==> src/rtl/addsub_serial.sv <==
// rtl/addsub_serial.sv - chunk-serial add/subtract with valid/ready handshakes and flags
// Optional signed saturation of the result is enabled by defining ADDSUB_SAT_EN.
module addsub_serial #(
  parameter int WIDTH = 16,
  parameter int CHUNK = 4
) (
  input  logic             clk,
  input  logic             reset,
  input  logic             in_valid,
  output logic             in_ready,
  input  logic [WIDTH-1:0] a,
  input  logic [WIDTH-1:0] b,
  input  logic             mode,
  output logic             out_valid,
  input  logic             out_ready,
  output logic [WIDTH-1:0] sum,
  output logic             carry_out,
  output logic             overflow,
  output logic             zero
);

  localparam int NCHUNK = WIDTH / CHUNK;
  localparam int IDXW   = (NCHUNK > 1) ? $clog2(NCHUNK) : 1;

  typedef enum logic [1:0] {
    IDLE = 2'd0,
    CALC = 2'd1,
    DONE = 2'd2
  } state_t;

  state_t state_q, state_d;

  logic [WIDTH-1:0] a_q;
  logic [WIDTH-1:0] b_q;
  logic             mode_q;
  logic             carry_q;
  logic [IDXW-1:0]  idx_q;
  logic [WIDTH-1:0] res_q;

  logic [CHUNK:0]   chunk_add;
  logic [WIDTH-1:0] res_next;
  logic [WIDTH-1:0] final_sum;
  logic             last_chunk;
  logic             raw_ovf;

  assign in_ready   = (state_q == IDLE);
  assign out_valid  = (state_q == DONE);
  assign last_chunk = (idx_q == IDXW'(NCHUNK - 1));

  always_comb begin
    state_d = state_q;
    case (state_q)
      IDLE:    if (in_valid) state_d = CALC;
      CALC:    if (last_chunk) state_d = DONE;
      DONE:    if (out_ready) state_d = IDLE;
      default: state_d = IDLE;
    endcase
  end

  always_ff @(posedge clk) begin
    if (reset) state_q <= IDLE;
    else       state_q <= state_d;
  end

  // b_q already holds ~b for subtraction, so one overflow rule covers both modes
  always_comb begin
    chunk_add = {1'b0, a_q[idx_q*CHUNK +: CHUNK]}
              + {1'b0, b_q[idx_q*CHUNK +: CHUNK]}
              + {{CHUNK{1'b0}}, carry_q};
    res_next = res_q;
    res_next[idx_q*CHUNK +: CHUNK] = chunk_add[CHUNK-1:0];
    raw_ovf = (a_q[WIDTH-1] == b_q[WIDTH-1]) && (res_next[WIDTH-1] != a_q[WIDTH-1]);
`ifdef ADDSUB_SAT_EN
    if (raw_ovf)
      final_sum = a_q[WIDTH-1] ? {1'b1, {(WIDTH-1){1'b0}}} : {1'b0, {(WIDTH-1){1'b1}}};
    else
      final_sum = res_next;
`else
    final_sum = res_next;
`endif
  end

  // Outputs live in their own registers so they hold steady while CALC rebuilds res_q
  always_ff @(posedge clk) begin
    if (reset) begin
      a_q       <= '0;
      b_q       <= '0;
      mode_q    <= 1'b0;
      carry_q   <= 1'b0;
      idx_q     <= '0;
      res_q     <= '0;
      sum       <= '0;
      carry_out <= 1'b0;
      overflow  <= 1'b0;
      zero      <= 1'b0;
    end else begin
      case (state_q)
        IDLE: if (in_valid) begin
          a_q     <= a;
          b_q     <= mode ? ~b : b;
          mode_q  <= mode;
          carry_q <= mode;
          idx_q   <= '0;
          res_q   <= '0;
        end
        CALC: begin
          res_q   <= res_next;
          carry_q <= chunk_add[CHUNK];
          idx_q   <= idx_q + 1'b1;
          if (last_chunk) begin
            sum       <= final_sum;
            carry_out <= mode_q ^ chunk_add[CHUNK];
            overflow  <= raw_ovf;
            zero      <= (final_sum == '0);
          end
        end
        default: ;
      endcase
    end
  end

endmodule

==> config.mk <==
export PLATFORM = sky130hd
export DESIGN_NAME = addsub_serial
export DESIGN_NICKNAME = d
export VERILOG_FILES = /design/src/rtl/addsub_serial.sv
export SDC_FILE = /design/constraint.sdc
export NUM_CORES = 1
export LEC_CHECK = 0
export ABC_AREA = 1
export CORE_MARGIN = 3
export CORE_UTILIZATION = 40
export DETAILED_ROUTE_END_ITERATION = 8
export PLACE_DENSITY = 0.67
export SLEW_MARGIN = 15
export SYNTH_ARGS = -nofsm -noshare
export SYNTH_HDL_FRONTEND = slang
export SYNTH_SLANG_ARGS = --single-unit
==> constraint.sdc <==
create_clock -name clk -period 3.27 [get_ports clk]
set_input_delay 0.327 -clock clk [delete_from_list [all_inputs] [get_ports clk]]
set_output_delay 0.327 -clock clk [all_outputs]
set_load 0.01 [all_outputs]
==> impl_metrics.json, run 1 <==
{
  "status": "complete, no violations",
  "clk_pin_slew_worst_paths_ns": 0.07,
  "coreArea_um2": 8460,
  "critPathRequiredTime_ns": 3.48,
  "critPathMaxFanout": 17,
  "final.min_clock_period_ns": 2.83,
  "synthMuxAreaShare": 0,
  "synth_cells": 491,
  "grt_setup_unrepaired": "false",
  "h-tree-depth": 3,
  "yosys.area_share.xor_xnor": 0.0438,
  "synth_seq_cells": 73,
  "vias_per_cell": 5.00,
  "io_pins": 58,
  "synth_edf_count": 0,
  "cts_root_buf": "clkbuf_8",
  "holdPathEnd": "res_q[0]$_SDFFE_PP0P_",
  "r2r_cells": 16,
  "drt-pass1-iter-count": 4,
  "dp_hpwl_mm": 6.29,
  "setup_viol": 0,
  "tritoncts": "done",
  "timing.final.hold_violations": 0,
  "synth-simple-area-share": 0.213,
  "irDropWorstVdd_mv": 0.229,
  "min_delay_path_depth": 2,
  "cp_slowest_cell": "dfxtp_1",
  "synth_top_area_frac": 0.406,
  "overflow": 0,
  "slew_headroom": 0.376,
  "cap_violations": 0,
  "post_cts_buffers": 0,
  "r2r_start": "idx_q[0]$_SDFFE_PP0P_",
  "p_comb_frac": 0.202,
  "cts_buffers": 9,
  "antenna_found_initial": 0,
  "fin_crit_sh": 0.867,
  "synthTopCellsByArea": "dfxtp_1 41%, nor2_1 8.9%, nand2_1 8.3%, o21ai_0 6.4%, inv_1 5.1%",
  "drtAntennaViolNets": 0,
  "final_nets": 588,
  "clockBufferDepth": 2,
  "grt_pass1_vias": 3166,
  "port_buffers": 57,
  "cts_resized": 0,
  "crit_type": "flip-flop to flip-flop",
  "holdBufCountCts": 0,
  "r2r_end": "zero$_SDFFE_PP0P_",
  "die_area_um2": 10200,
  "regArea_um2": 1460,
  "finalSetupTns_ns": 0,
  "nFillCells": 811,
  "path_cells": "inv_2, o21ai_0, o22ai_1, fa_1, inv_1, fa_1, inv_1, nand2_1, nor2_2, a21boi_4, nand2_1, nor2_1, nand2_1, nor2_1, nand3_1, a21oi_1",
  "seq_area_frac_synth": 0.406,
  "drive_gt1_frac": 0.0680,
  "seqPwrFrac": 0.472,
  "endpoint_kind": "flip-flop",
  "start_util": 0.425,
  "yosysMostFrequentCell": "nor2_1",
  "swShare": 0.293,
  "hold_path_class": "flip-flop to flip-flop",
  "powerDensity_nw_per_um2": 464,
  "synth_compound_area_frac": 0.204,
  "antenna-diode-count": 0,
  "wl_mm": 8.63,
  "yosysTopAreaCell": "dfxtp_1",
  "drtIter0Drc": 131,
  "grt_pass1_wl_mm": 14.6,
  "min_from": "res_q[0]$_SDFFE_PP0P_",
  "syn_area_um2": 3600,
  "avgSynthCellArea_um2": 7.33,
  "cp_slowest_stage_delay_ns": 0.53,
  "drc": 0,
  "start_kind": "flip-flop",
  "timing.hold.ws_ns": 0.465,
  "power_leakage_nw": 1.83,
  "power.internal_mw": 1.45,
  "syn2layout_area_growth_pct": 22.6,
  "grt.total_usage": 0.178,
  "dp_cells": 634,
  "synth_top_family_by_area": "simple AND/OR/NAND/NOR gates",
  "max_freq_ghz": 0.353,
  "cp.arrival_ns": 3.05,
  "grt_max_degree": 39,
  "row_count": 33,
  "vias": 3243,
  "dp_slack_ns": 0.454,
  "utilization": 0.521,
  "worst_slew_pin_slew_ns": 0.933,
  "slew_violations": 0,
  "fp.dieH_um": 101,
  "yosys_warnings": 0,
  "synthTopCellsByCount": "85 x nor2_1, 80 x nand2_1, 73 x dfxtp_1",
  "place.gp.congestion": 0.859,
  "p_switching_uw": 601,
  "multi_input_area_um2": 1810,
  "stdcell_count": 649,
  "rrSetupSlack_ns": 0.44,
  "synthArstFlopShare": 0,
  "clkPwrFrac": 0.326,
  "synth_nets": 539,
  "clock-sinks": 73,
  "clk_latency_ns": 0.34,
  "crit_start": "idx_q[0]$_SDFFE_PP0P_",
  "synth_cell_types": 33,
  "critPathMostFrequentCell": "nand2_1",
  "clock-skew-final_ns": 0.00918,
  "die_width_um": 101,
  "wire_per_inst_um": 13.3,
  "ys.flop_type": "dfxtp_1",
  "synth-adder-area-share": 0.0424,
  "fin_ws_ns": 0.435
}
## flip-flops by register name (all words and copies together), names as in the netlist
| name | count |
|---|---|
| carry_q | 1 |
| a_q | 16 |
| carry_out | 1 |
| res_q | 16 |
| idx_q | 2 |
| b_q | 16 |
| zero | 1 |
| sum | 16 |
| overflow | 1 |
| state_q | 2 |
| mode_q | 1 |
## stage by stage
step,total power [mW],instance area [µm²]
5_1_grt,2.16,4410
6_report,2.05,4410
2_1_floorplan,1.27,3600
4_1_cts,2.07,4410
3_3_place_gp,1.39,4230
3_5_place_dp,1.40,4230
## layout by cell type, fill, tap and decap left out, drive strengths merged
master and instances:
nor2 89, nand2 82, dfxtp 73, clkdlybuf4s50 57, inv 54, o21ai 48
a21oi 26, xnor2 17, a211oi 16, nand3 12, ha 9, clkbuf 9
o22ai 7, o211ai 7, buf 7, o21bai 7, o21a 6, nand4 4
clkinv 3, a32oi 2, fa 2, clkinvlp 2, a21boi 1, nor3 1
xor2 1, a2bb2oi 1, bufinv 1
## routing by layer
metal  global-route usage  routed length [µm]  vias up
met5                    0                   0        -
met4               0.0705                 128        0
met3               0.0277                 396       10
met2                0.268                3790       87
met1                0.255                4310     1451
li1                     -                   -     1695
## worst max path at each step
stage / to / cells past startpoint / slack, ns
final: zero$_SDFFE_PP0P_ / 16 / 0.44
after global routing: zero$_SDFFE_PP0P_ / 16 / 0.16
after CTS: zero$_SDFFE_PP0P_ / 16 / 0.45
after detailed placement: zero$_SDFFE_PP0P_ / 16 / 0.45
after global placement: zero$_SDFFE_PP0P_ / 16 / 0.56
after floorplan: zero$_SDFFE_PP0P_ / 18 / 0.52
## kinds of logic after synthesis
family                   count (synthesis)
AO/OA/AOI/OAI                          121
XOR/XNOR                                18
adder cells (fa/ha/maj)                 11
flip-flops                              73
buffers and inverters                   80
AND/OR/NAND/NOR                        188
## worst max-delay path: cells and delay by family, from the launching register on
| kind | cells | cell delay (ns) |
|---|---|---|
| and+or+nand+nor | 7 | 0.53 |
| AOI/OAI and AO/OA | 4 | 0.43 |
| adders and majority gates | 2 | 0.86 |
| buffers and inverters | 3 | 0.38 |
| DFF | 1 | 0.53 |
## area by class of cell
type,count,area share
clock buffers,9,0.0281
multi-input cells,338,0.410
clock inverters,6,0.0136
inverters,54,0.0459
well taps,105,0.0298
flip-flops and latches,73,0.331
repair buffers,64,0.141
## power by group through the flow
stage | sequential [mW] | clock, mW | combinational, mW
3_5_place_dp | 0.986 | 0 | 0.413
2_1_floorplan | 0.975 | 0 | 0.297
3_3_place_gp | 0.985 | 0 | 0.406
4_1_cts | 0.965 | 0.686 | 0.415
6_report | 0.966 | 0.667 | 0.414
5_1_grt | 0.970 | 0.724 | 0.471
(Power assumes the default switching activity.)
==> run 2, diff against run 1 <==
MAX_ROUTING_LAYER = met4   (was not set)
==> run 2 against run 1 <==
Against the previous run:
- sequential power hardly changed
- maximum frequency up 0.11%
- via count rose by 1.3%
- wire length fell by 0.26%
- combinational power about the same
- largest power group unchanged
- highest routed layer unchanged
==> impl_metrics.json, run 2 (same netlist as run 1, synthesis figures left out) <==
{
  "drtIter0Drc": 128,
  "endpoint_kind": "flip-flop",
  "vias_per_cell": 5.06,
  "multi_input_area_um2": 1810,
  "grt_pass1_vias": 3160,
  "slew_headroom": 0.369,
  "die_area_um2": 10200,
  "slew_violations": 0,
  "powerDensity_nw_per_um2": 463,
  "p_switching_uw": 600,
  "dp_hpwl_mm": 6.29,
  "vias": 3286,
  "power_leakage_nw": 1.83,
  "final_nets": 588,
  "power.internal_mw": 1.45,
  "cp_slowest_cell": "dfxtp_1",
  "stdcell_count": 649,
  "port_buffers": 57,
  "cts_root_buf": "clkbuf_8",
  "grt_max_degree": 39,
  "antenna-diode-count": 0,
  "worst_slew_pin_slew_ns": 0.943,
  "critPathMostFrequentCell": "nand2_1",
  "clock-skew-final_ns": 0.00885,
  "status": "complete, no violations",
  "tritoncts": "done",
  "r2r_start": "idx_q[0]$_SDFFE_PP0P_",
  "holdBufCountCts": 0,
  "crit_type": "flip-flop to flip-flop",
  "fp.dieH_um": 101,
  "drt-pass1-iter-count": 5,
  "row_count": 33,
  "setup_viol": 0,
  "start_util": 0.425,
  "antenna_found_initial": 0,
  "dp_cells": 634,
  "timing.hold.ws_ns": 0.465,
  "drive_gt1_frac": 0.0680,
  "wl_mm": 8.61,
  "grt_pass1_wl_mm": 14.6,
  "cts_resized": 0,
  "nFillCells": 811,
  "path_cells": "inv_2, o21ai_0, o22ai_1, fa_1, inv_1, fa_1, inv_1, nand2_1, nor2_2, a21boi_4, nand2_1, nor2_1, nand2_1, nor2_1, nand3_1, a21oi_1",
  "r2r_cells": 16,
  "syn2layout_area_growth_pct": 22.6,
  "critPathMaxFanout": 17,
  "fin_crit_sh": 0.866,
  "critPathRequiredTime_ns": 3.48,
  "drc": 0,
  "r2r_end": "zero$_SDFFE_PP0P_",
  "die_width_um": 101,
  "timing.final.hold_violations": 0,
  "swShare": 0.293,
  "final_cell_mix": "85 x nor2_1, 80 x nand2_1, 73 x dfxtp_1",
  "place.gp.congestion": 0.873,
  "rrSetupSlack_ns": 0.44,
  "post_cts_buffers": 0,
  "p_comb_frac": 0.202,
  "overflow": 0,
  "clkPwrFrac": 0.326,
  "clockBufferDepth": 2,
  "finalSetupTns_ns": 0,
  "drtAntennaViolNets": 0,
  "power_mw": 2.05,
  "cp.arrival_ns": 3.05,
  "final.min_clock_period_ns": 2.83,
  "start_kind": "flip-flop",
  "clock-sinks": 73,
  "min_delay_path_depth": 2,
  "cap_violations": 0,
  "coreArea_um2": 8460,
  "cp.buffers_inverters": 3,
  "clk_pin_slew_worst_paths_ns": 0.07,
  "regArea_um2": 1460,
  "clk_latency_ns": 0.34,
  "grt.total_usage": 0.183,
  "cts_buffers": 9,
  "cp_slowest_stage_delay_ns": 0.53,
  "seqPwrFrac": 0.472,
  "hold_path_class": "flip-flop to flip-flop",
  "cp_top_family": "adder cells",
  "h-tree-depth": 3,
  "holdPathEnd": "res_q[0]$_SDFFE_PP0P_",
  "final_common_cell": "nor2_1",
  "grt_setup_unrepaired": "false",
  "irDropWorstVdd_mv": 0.229,
  "wire_per_inst_um": 13.3,
  "io_pins": 58,
  "max_freq_ghz": 0.353,
  "min_from": "res_q[0]$_SDFFE_PP0P_"
}
[run 2: worst max path at each step]
stage	from	to	slack, ns	depth (start not counted)
final	idx_q[0]$_SDFFE_PP0P_	zero$_SDFFE_PP0P_	0.44	16
after global routing	idx_q[0]$_SDFFE_PP0P_	zero$_SDFFE_PP0P_	0.16	16
after CTS	idx_q[0]$_SDFFE_PP0P_	zero$_SDFFE_PP0P_	0.45	16
after detailed placement	idx_q[0]$_SDFFE_PP0P_	zero$_SDFFE_PP0P_	0.45	16
after global placement	idx_q[0]$_SDFFE_PP0P_	zero$_SDFFE_PP0P_	0.56	16
after floorplan	idx_q[0]$_SDFFE_PP0P_	zero$_SDFFE_PP0P_	0.52	18
[run 2: area by class of cell]
| type | count | share of cell area |
|---|---|---|
| well taps | 105 | 0.0298 |
| clock buffers | 9 | 0.0281 |
| flip-flops and latches | 73 | 0.331 |
| clock inverters | 6 | 0.0136 |
| multi-input cells | 338 | 0.410 |
| repair buffers | 64 | 0.141 |
| inverters | 54 | 0.0459 |
[run 2: power by group through the flow]
stage          clock, mW  combinational [mW]  sequential (mW)
2_1_floorplan          0               0.297            0.975
3_3_place_gp           0               0.406            0.985
3_5_place_dp           0               0.413            0.986
4_1_cts            0.686               0.415            0.965
5_1_grt            0.723               0.471            0.970
6_report           0.666               0.413            0.966
[run 2: per-layer routing]
metal  global-route usage  share of wire  routed length (µm)
met1                0.256           0.50                4340
met5                    -              0                   0
met3               0.0263          0.040                 342
met4               0.0705          0.017                 150
met2                0.267           0.44                3770
[run 2: through the flow]
step	instance area (µm²)	worst slack, ns	utilization
after CTS	4410	0.447	0.521
after global placement	4230	0.561	0.500
after floorplan	3600	0.524	-
final	4410	0.438	0.521
after global routing	4410	0.156	0.521
after detailed placement	4230	0.454	0.500
[run 2: tightest hold or removal path, cell delays in order, from the launching register on]
cell	delay, ns
dfxtp_1	0.31
nand2_1	0.06
a21oi_1	0.05
